$ cat config.mk
export PLATFORM = sky130hd
export DESIGN_NAME = bus_master_port_flat
export DESIGN_NICKNAME = d
export VERILOG_FILES = /design/src/rtl/bus_master_port_if.sv /design/src/rtl/bus_master_port.sv /design/src/flat_wrapper.sv
export SDC_FILE = /design/constraint.sdc
export NUM_CORES = 1
export LEC_CHECK = 0
export CORE_MARGIN = 1
export CORE_UTILIZATION = 60
export DETAILED_ROUTE_END_ITERATION = 10
export PLACE_DENSITY_LB_ADDON = 0.1
export SLEW_MARGIN = 20
export SYNTH_ARGS = -nofsm -noshare
export SYNTH_HDL_FRONTEND = slang
export SYNTH_SLANG_ARGS = --single-unit
$ cat constraint.sdc
create_clock -name clk -period 3.5 [get_ports clk]
set_clock_uncertainty 0.15 [all_clocks]
set_input_delay 0.7 -clock clk [delete_from_list [all_inputs] [get_ports clk]]
set_output_delay 0.7 -clock clk [all_outputs]
set_load 0.01 [all_outputs]
$ cat src/rtl/bus_master_port_if.sv
// Bus master port signal bundle: command side, arbiter/serial bus side, status.
// master = the port itself; slave = controller, arbiter and slave model.
interface bus_master_port_if;
  logic        enable;
  logic        read_en;
  logic [2:0]  burst_mode;
  logic [7:0]  data_in;
  logic [13:0] addr_in;
  logic        m_request;
  logic        m_grant;
  logic        m_out;
  logic        m_out_valid;
  logic        m_in;
  logic        m_in_valid;
  logic [7:0]  data_out;
  logic        data_out_valid;
  logic        busy;
  logic        done;
  logic        error;

  modport master (
    input  enable, read_en, burst_mode, data_in, addr_in,
    input  m_grant, m_in, m_in_valid,
    output m_request, m_out, m_out_valid,
    output data_out, data_out_valid, busy, done, error
  );

  modport slave (
    output enable, read_en, burst_mode, data_in, addr_in,
    output m_grant, m_in, m_in_valid,
    input  m_request, m_out, m_out_valid,
    input  data_out, data_out_valid, busy, done, error
  );
endinterface

$ cat src/rtl/bus_master_port.sv
// Serial bus master: request/grant, 14-bit address + rw + 8-bit data frames,
// bursts, split recovery, read timeout. Ports: clk, reset, bus (master).
module bus_master_port #(
  parameter int RD_TIMEOUT = 15
) (
  input  logic               clk,
  input  logic               reset,
  bus_master_port_if.master  bus
);

  localparam int TW = $clog2(RD_TIMEOUT + 1);
  localparam logic [TW-1:0] TMO_LAST = TW'(RD_TIMEOUT - 1);

  typedef enum logic [3:0] {
    IDLE, REQ, ADDR, CTRL, WDATA,
    RWAIT, RDATA, SPLIT, FINISH
  } state_t;

  state_t        state_q;
  logic          rw_q;
  logic [2:0]    beats_q;
  logic [7:0]    wdata_q;
  logic [13:0]   addr_q;
  logic [3:0]    bit_q;
  logic [TW-1:0] tmo_q;
  logic [7:0]    shift_q;

  logic          req_q;
  logic          out_q;
  logic          outv_q;
  logic [7:0]    dout_q;
  logic          doutv_q;
  logic          busy_q;
  logic          done_q;
  logic          err_q;

  logic [3:0]    bit_nxt_d;
  logic [13:0]   addr_nxt_d;
  logic [7:0]    shift_d;
  logic          last_d;

  assign bit_nxt_d  = bit_q + 4'd1;
  assign addr_nxt_d = addr_q + 14'd1;
  // LSB arrives first, so new bits enter at the top and drift down.
  assign shift_d    = {bus.m_in, shift_q[7:1]};
  assign last_d     = (beats_q == 3'd0);

  always_ff @(posedge clk) begin
    if (reset) begin
      state_q <= IDLE;
      rw_q    <= 1'b0;
      beats_q <= '0;
      wdata_q <= '0;
      addr_q  <= '0;
      bit_q   <= '0;
      tmo_q   <= '0;
      shift_q <= '0;
      req_q   <= 1'b0;
      out_q   <= 1'b0;
      outv_q  <= 1'b0;
      dout_q  <= '0;
      doutv_q <= 1'b0;
      busy_q  <= 1'b0;
      done_q  <= 1'b0;
      err_q   <= 1'b0;
    end else begin
      done_q  <= 1'b0;
      err_q   <= 1'b0;
      doutv_q <= 1'b0;
      unique case (state_q)
        IDLE: begin
          if (bus.enable) begin
            rw_q    <= bus.read_en;
            beats_q <= bus.burst_mode;
            wdata_q <= bus.data_in;
            addr_q  <= bus.addr_in;
            req_q   <= 1'b1;
            busy_q  <= 1'b1;
            state_q <= REQ;
          end
        end
        REQ, SPLIT: begin
          // A split restarts the current beat from address bit 0.
          if (bus.m_grant) begin
            state_q <= ADDR;
            bit_q   <= '0;
            out_q   <= addr_q[0];
            outv_q  <= 1'b1;
          end
        end
        ADDR: begin
          if (!bus.m_grant) begin
            state_q <= SPLIT;
            out_q   <= 1'b0;
            outv_q  <= 1'b0;
          end else if (bit_q == 4'd13) begin
            state_q <= CTRL;
            out_q   <= rw_q;
          end else begin
            bit_q <= bit_nxt_d;
            out_q <= addr_q[bit_nxt_d];
          end
        end
        CTRL: begin
          if (!bus.m_grant) begin
            state_q <= SPLIT;
            out_q   <= 1'b0;
            outv_q  <= 1'b0;
          end else if (rw_q) begin
            state_q <= RWAIT;
            out_q   <= 1'b0;
            outv_q  <= 1'b0;
            tmo_q   <= '0;
          end else begin
            state_q <= WDATA;
            bit_q   <= '0;
            out_q   <= wdata_q[0];
          end
        end
        WDATA: begin
          if (!bus.m_grant) begin
            state_q <= SPLIT;
            out_q   <= 1'b0;
            outv_q  <= 1'b0;
          end else if (bit_q != 4'd7) begin
            bit_q <= bit_nxt_d;
            out_q <= wdata_q[bit_nxt_d[2:0]];
          end else if (last_d) begin
            state_q <= FINISH;
            out_q   <= 1'b0;
            outv_q  <= 1'b0;
            req_q   <= 1'b0;
            done_q  <= 1'b1;
          end else begin
            // Next beat keeps the grant; valid stays high.
            state_q <= ADDR;
            beats_q <= beats_q - 3'd1;
            addr_q  <= addr_nxt_d;
            wdata_q <= wdata_q + 8'd1;
            bit_q   <= '0;
            out_q   <= addr_nxt_d[0];
          end
        end
        RWAIT: begin
          // Grant is not checked: the slave owns the return path.
          if (bus.m_in_valid) begin
            state_q <= RDATA;
            shift_q <= shift_d;
            bit_q   <= 4'd1;
          end else if (tmo_q == TMO_LAST) begin
            state_q <= FINISH;
            req_q   <= 1'b0;
            err_q   <= 1'b1;
          end else begin
            tmo_q <= tmo_q + TW'(1);
          end
        end
        RDATA: begin
          if (bus.m_in_valid) begin
            shift_q <= shift_d;
            if (bit_q != 4'd7) begin
              bit_q <= bit_nxt_d;
            end else begin
              dout_q  <= shift_d;
              doutv_q <= 1'b1;
              if (last_d) begin
                state_q <= FINISH;
                req_q   <= 1'b0;
                done_q  <= 1'b1;
              end else begin
                state_q <= ADDR;
                beats_q <= beats_q - 3'd1;
                addr_q  <= addr_nxt_d;
                bit_q   <= '0;
                out_q   <= addr_nxt_d[0];
                outv_q  <= 1'b1;
              end
            end
          end
        end
        FINISH: begin
          state_q <= IDLE;
          busy_q  <= 1'b0;
        end
        default: begin
          state_q <= IDLE;
          busy_q  <= 1'b0;
          req_q   <= 1'b0;
          outv_q  <= 1'b0;
        end
      endcase
    end
  end

  assign bus.m_request      = req_q;
  assign bus.m_out          = out_q;
  assign bus.m_out_valid    = outv_q;
  assign bus.data_out       = dout_q;
  assign bus.data_out_valid = doutv_q;
  assign bus.busy           = busy_q;
  assign bus.done           = done_q;
  assign bus.error          = err_q;

endmodule

$ cat src/flat_wrapper.sv
// flat-port wrapper written by rule: the top's interface ports become plain ports
module bus_master_port_flat 
#(
  parameter int RD_TIMEOUT = 15
)
  (clk, reset, bus_enable, bus_read_en, bus_burst_mode, bus_data_in, bus_addr_in, bus_m_grant, bus_m_in, bus_m_in_valid, bus_m_request, bus_m_out, bus_m_out_valid, bus_data_out, bus_data_out_valid, bus_busy, bus_done, bus_error);
  bus_master_port_if bus_i ();
  input  logic clk;
  input  logic reset;
  input wire logic [$bits(bus_i.enable)-1:0] bus_enable;
  input wire logic [$bits(bus_i.read_en)-1:0] bus_read_en;
  input wire logic [$bits(bus_i.burst_mode)-1:0] bus_burst_mode;
  input wire logic [$bits(bus_i.data_in)-1:0] bus_data_in;
  input wire logic [$bits(bus_i.addr_in)-1:0] bus_addr_in;
  input wire logic [$bits(bus_i.m_grant)-1:0] bus_m_grant;
  input wire logic [$bits(bus_i.m_in)-1:0] bus_m_in;
  input wire logic [$bits(bus_i.m_in_valid)-1:0] bus_m_in_valid;
  output wire logic [$bits(bus_i.m_request)-1:0] bus_m_request;
  output wire logic [$bits(bus_i.m_out)-1:0] bus_m_out;
  output wire logic [$bits(bus_i.m_out_valid)-1:0] bus_m_out_valid;
  output wire logic [$bits(bus_i.data_out)-1:0] bus_data_out;
  output wire logic [$bits(bus_i.data_out_valid)-1:0] bus_data_out_valid;
  output wire logic [$bits(bus_i.busy)-1:0] bus_busy;
  output wire logic [$bits(bus_i.done)-1:0] bus_done;
  output wire logic [$bits(bus_i.error)-1:0] bus_error;
  assign bus_i.enable = bus_enable;
  assign bus_i.read_en = bus_read_en;
  assign bus_i.burst_mode = bus_burst_mode;
  assign bus_i.data_in = bus_data_in;
  assign bus_i.addr_in = bus_addr_in;
  assign bus_i.m_grant = bus_m_grant;
  assign bus_i.m_in = bus_m_in;
  assign bus_i.m_in_valid = bus_m_in_valid;
  assign bus_m_request = bus_i.m_request;
  assign bus_m_out = bus_i.m_out;
  assign bus_m_out_valid = bus_i.m_out_valid;
  assign bus_data_out = bus_i.data_out;
  assign bus_data_out_valid = bus_i.data_out_valid;
  assign bus_busy = bus_i.busy;
  assign bus_done = bus_i.done;
  assign bus_error = bus_i.error;
  bus_master_port #(.RD_TIMEOUT(RD_TIMEOUT)) u_core (.clk(clk), .reset(reset), .bus(bus_i));
endmodule
==> results.ini, run 1 <==
[synth]
synth.area.top_cells = dfxtp_1 (32%), mux2i_1 (6.9%), nor2_1 (6.5%), nand2_1 (4.6%), a21oi_1 (4.5%)
synth_top_flop_cell = dfxtp_1
synth_top_area_share = 0.3207
synth.distinct_cells = 68
synth-async-reset-ratio = 0
ys_seq_area_frac = 0.3207
yosys_warnings = 0
syn_inst = 470
syn-num-nets = 510
synth.avg_cell_area_um2 = 7.968
synthesis.area_mm2 = 0.003745
synth_top_area_cell = dfxtp_1
synth-seq-cells = 60
synth_edf_count = 0

[critical_path]
crit_arrival_ns = 2.72
critPathMaxFanout = 7
path_class = flop to flop
end_kind = flop
start_kind = flop
required_ns = 3.55

[global_route]
grt_start_max_net_pins = 39
gr-total-overflow = 0
grt_pass1_vias = 3412
track_usage = 0.3010
grt_antenna_before_repair = 0
grt_first_pass_wirelength_um = 15350

[clocking]
clk_pin_slew_ns = 0.08
cts_hold_buffers = 0
postCtsResizedCells = 0
post_cts.repair.setup_buffers = 0
clk-insertion-delay-late_ns = 0.35
clock_path_buffers = 2
numCtsBuffers = 9
cts_tree = yes
htreeDepth = 3
cts.sinks = 60
cts_root_buf = clkbuf_8

[floorplanning]
fp.dieArea_mm2 = 0.006561
num_rows = 28
ioPinCount = 47
start_util = 0.6288
die_y_um = 81
fp.dieW_um = 81
core-area_mm2 = 0.005956

[placement]
gp_congestion = 0.9001
portBuffers = 46
dpl.hpwl_um = 6373
placed_area_mm2 = 0.004159
dp_slack_ns = 0.5603
numPlacedInstances = 564

[sta]
fmax_mhz = 374.9
rsz0062_at_grt = no
final.period_utilization = 0.7621
report.final.slew_viol_count = 0
hold_viol_final = 0
period_needed_ns = 2.667
tightest_slew_ns = 0.8450
layout_setup_ws_ns = 0.8328
whs_ns = 0.3196
setup_viol = 0
finalSetupTns_ns = 0
relSlewSlack = 0.4359

[pwr]
switchingPower_mw = 1.281
p_int_mw = 1.817
peakVddDrop_v = 0.0004484
p_clk_frac = 0.230
leakagePower_nw = 1.627
seqPwrFrac = 0.346
p_comb_frac = 0.423
power_density_mw_per_mm2 = 707.1
switching_share = 0.4135
total_power_mw = 3.098

[finish]
final_common_cell = nor2_1
final_cell_mix = nor2_1 (65), dfxtp_1 (60), nand2_1 (46)
fillers = 480
n_antenna_cell = 0
area_growth_pct = 17.01
final_cells = 580
final_util = 0.7357
nets = 540
finalInstanceArea_mm2 = 0.004382
drive_gt1_frac = 0.07525

[route]
wirelength_um = 9241
drtIter0Drc = 273
via_count = 3700
post-route-drc-count = 0
ant_nets = 0
wl_per_cell_um = 15.93
drt-pass1-iter-count = 6
drt-vias-per-instance = 6.379

[outcome]
status = finished, final reports clean

[hold_path]
hold_class = flop to flop

[run]
drv_cap = 0

-- state kept, by name, summed over array words and instances, names as in the netlist, 3 cells and up --
| register | flops |
|---|---|
| u_core.state_q | 4 |
| u_core.shift_q | 7 |
| u_core.addr_q | 14 |
| u_core.wdata_q | 8 |
| u_core.bus.data_out | 8 |
| u_core.beats_q | 3 |
| u_core.bit_q | 4 |
| u_core.tmo_q | 4 |
-- path summary, 6_finish.rpt --
check	from	to	slack, ns	depth (start not counted)
max	u_core.bit_q[0]	u_core.bus.m_out	0.83	7
min	u_core.bus.m_request	u_core.bus.m_request	0.32	2
max reg2reg	u_core.bit_q[0]	u_core.bus.m_out	0.83	7
min reg2reg	u_core.bus.m_request	u_core.bus.m_request	0.32	2
-- power groups by stage --
stage                     Combinational [mW]  Sequential (mW)  Clock [mW]
after floorplan                         1.10            0.974           0
after global placement                  1.24             1.07           0
after detailed placement                1.29             1.07           0
after CTS                               1.30             1.06       0.721
after global routing                    1.44             1.10       0.746
final                                   1.31             1.07       0.713
-- Yosys cell counts (all sizes together), types with 12 or more instances --
| library cell | number |
|---|---|
| a211oi | 13 |
| nand2b | 12 |
| o21ai | 23 |
| nor3 | 15 |
| nand2 | 46 |
| dfxtp | 60 |
| mux2i | 26 |
| nand3 | 23 |
| nor2 | 66 |
| clkbuf | 15 |
| buf | 18 |
| a21oi | 35 |
-- metal layers --
layer  GRT usage  up-vias  part of all wire
met5           0        -                 0
met2      0.5059      142              0.48
met3     0.06404       28             0.055
met4      0.1411        0             0.024
li1            -     1784                 -
met1      0.3653     1746              0.44
-- final cells by class --
type / count / area (um2) / area share
clock inverter: 7 / 98.84 / 0.02256
multi-input combinational: 368 / 2326 / 0.5308
sequential: 60 / 1201 / 0.2741
timing repair buffer: 53 / 508.0 / 0.1159
tap: 75 / 93.84 / 0.02142
inverter: 8 / 30.03 / 0.006853
clock buffer: 9 / 123.9 / 0.02827
-- cells by family (layout without fill, tap and decap cells) --
family | count (synthesis) | after routing | share of synthesized area
DFF | 60 | 60 | 0.3207
buffers and inverters | 42 | 77 | 0.05813
adders and majority gates | 8 | 8 | 0.02673
and+or+nand+nor | 196 | 196 | 0.2513
muxes | 32 | 32 | 0.1066
AOI/OAI and AO/OA | 126 | 126 | 0.2225
xor gates and xnor gates | 6 | 6 | 0.01403
-- worst max-delay path, stage by stage, from the launching register on --
cell,delay (ns)
dfxtp_1,0.38
buf_4,0.20
ha_1,0.47
mux4_2,0.35
a221oi_1,0.32
a311oi_1,0.11
a2111oi_1,0.41
o32ai_1,0.14
Power figures use the tool's default switching activity.
==> run 2, diff against run 1 <==
Settings changed: CORE_UTILIZATION 60 to 51.
Clock period 3.5 ns to 2.18 ns, I/O delays scaled along.
==> run 2 against run 1 <==
Against the previous run: first-iteration DRC count decreased by 0.73%; combinational power increased by 110%; global-route usage decreased by 2.0 points; critical path type unchanged; cell count increased by 13%; largest cell class unchanged; die area increased by 17%.
==> results.ini, run 2 (synthesized netlist as in run 1, its figures left out) <==
[outcome]
status = finished, final reports clean

[clocking]
clk_pin_slew_ns = 0.08
cts_hold_buffers = 0
clk-insertion-delay-late_ns = 0.35
numCtsBuffers = 9
cts.sinks = 60
cts_root_buf = clkbuf_8
cts_tree = yes
htreeDepth = 3
clock_path_buffers = 2

[pwr]
leakagePower_nw = 1.907
p_clk_frac = 0.192
switching_share = 0.4054
switchingPower_mw = 2.226
seqPwrFrac = 0.306
p_comb_frac = 0.501
power_density_mw_per_mm2 = 1115
total_power_mw = 5.491
p_int_mw = 3.265
peakVddDrop_v = 0.0008213

[sta]
final.period_utilization = 0.9935
fmax_mhz = 461.7
report.final.slew_viol_count = 0
relSlewSlack = 0.7458
finalSetupTns_ns = 0
tightest_slew_ns = 0.3793
hold_viol_final = 0
rsz0062_at_grt = yes
setup_viol = 0
period_needed_ns = 2.166

[route]
ant_nets = 0
wl_per_cell_um = 15.66
drt-pass1-iter-count = 5
drt-vias-per-instance = 5.933
wirelength_um = 10240
via_count = 3880
post-route-drc-count = 0
drtIter0Drc = 271

[floorplanning]
die_y_um = 87.69
ioPinCount = 47
fp.dieArea_mm2 = 0.007690
start_util = 0.5393
core-area_mm2 = 0.006944
fp.dieW_um = 87.69
num_rows = 30

[critical_path]
end_kind = flop
r2r_setup_slack_ns = 0.01
required_ns = 2.25
crit_arrival_ns = 2.23
path_class = flop to flop
start_kind = flop
crit_slowest_cell = mux4_1
crit_chain = ha_4 -> buf_4 -> mux4_1 -> nor2_1 -> o22ai_1 -> a211oi_2 -> o32ai_1
slowest_delay_ns = 0.56
critPathMaxFanout = 5

[finish]
drive_gt1_frac = 0.1846
final_common_cell = nor2_1
nets = 593
area_growth_pct = 31.47
top_register = u_core.addr_q
final_cells = 654
n_antenna_cell = 0
largest_reg_flops = 14
final_cell_mix = nor2_1 (65), dfxtp_1 (56), buf_4 (53)

[placement]
dpl.hpwl_um = 7233
portBuffers = 46
numPlacedInstances = 634
gp_congestion = 0.9060

[global_route]
grt_pass1_vias = 3581
grt_first_pass_wirelength_um = 16800
grt_start_max_net_pins = 36
gr-total-overflow = 0
track_usage = 0.2806
grt_antenna_before_repair = 0

[hold_path]
hold_class = flop to flop

[run]
drv_cap = 0

-- run 2: cell types whose count changed in the layout (fill, tap and decap cells not counted), moves of 2 or more --
cell | previous run | this run
buf_4 | 7 | 53
buf_12 | 0 | 4
dfxtp_1 | 60 | 56
buf_6 | 0 | 3
dfxtp_2 | 0 | 3
a211oi_1 | 13 | 11
a211oi_2 | 0 | 2
ha_1 | 8 | 6
ha_4 | 0 | 2
-- run 2: what timing repair did --
item                                    in CTS  in global routing
resized for setup                            6                 14
setup buffers                                0                  4
endpoints found under the setup margin      23                 34
pin swaps                                    2                  4
-- run 2: worst max-delay path: cells and delay by family (launching register included) --
family | cells | cell delay (ns)
compound gates | 3 | 0.44
buf+inv | 1 | 0.11
flops | 1 | 0.38
mux | 1 | 0.56
simple gates | 1 | 0.11
fa+ha+maj | 1 | 0.27
-- run 2: final timing paths --
path                                           start                   end  depth (start not counted)
worst max-delay path                 u_core.bit_q[0]      u_core.bus.m_out                          7
worst min-delay path            u_core.bus.m_request  u_core.bus.m_request                          2
worst max register to register       u_core.bit_q[0]      u_core.bus.m_out                          7
worst min register to register  u_core.bus.m_request  u_core.bus.m_request                          2
-- run 2: through the flow --
stage               utilization  area [um2]  worst slack, ns  hold WS (ns)
CTS                      0.6975        4843         0.004851        0.3148
global placement         0.6629        4603          -0.1191        0.2993
global route             0.7090        4923         -0.05441        0.3256
finish                   0.7090        4923          0.01410        0.3108
detailed placement       0.6629        4603          -0.1946        0.3016
floorplan                     -        3745          0.05092        0.3135
-- run 2: final cells by class --
class / instances / area (um2)
Multi-Input combinational cell: 368 / 2389
Fill cell: 584 / 2021
Sequential cell: 60 / 1209
Timing Repair Buffer: 106 / 967.2
Clock buffer: 10 / 137.6
Tap cell: 96 / 120.1
Clock inverter: 6 / 71.32
Inverter: 8 / 30.03
-- run 2: power by group through the flow --
stage	Clock (mW)	Sequential [mW]	Combinational, mW
after floorplan	0	1.56	1.76
after global placement	0	1.67	2.54
after detailed placement	0	1.68	2.60
after CTS	1.07	1.66	2.63
after global routing	1.12	1.72	3.01
final	1.05	1.68	2.75
-- run 2: routing by layer --
metal / share of wire / global-route usage
met1: 0.44 / 0.3719
met2: 0.49 / 0.4673
met3: 0.055 / 0.04713
met4: 0.016 / 0.08942
met5: 0 / 0
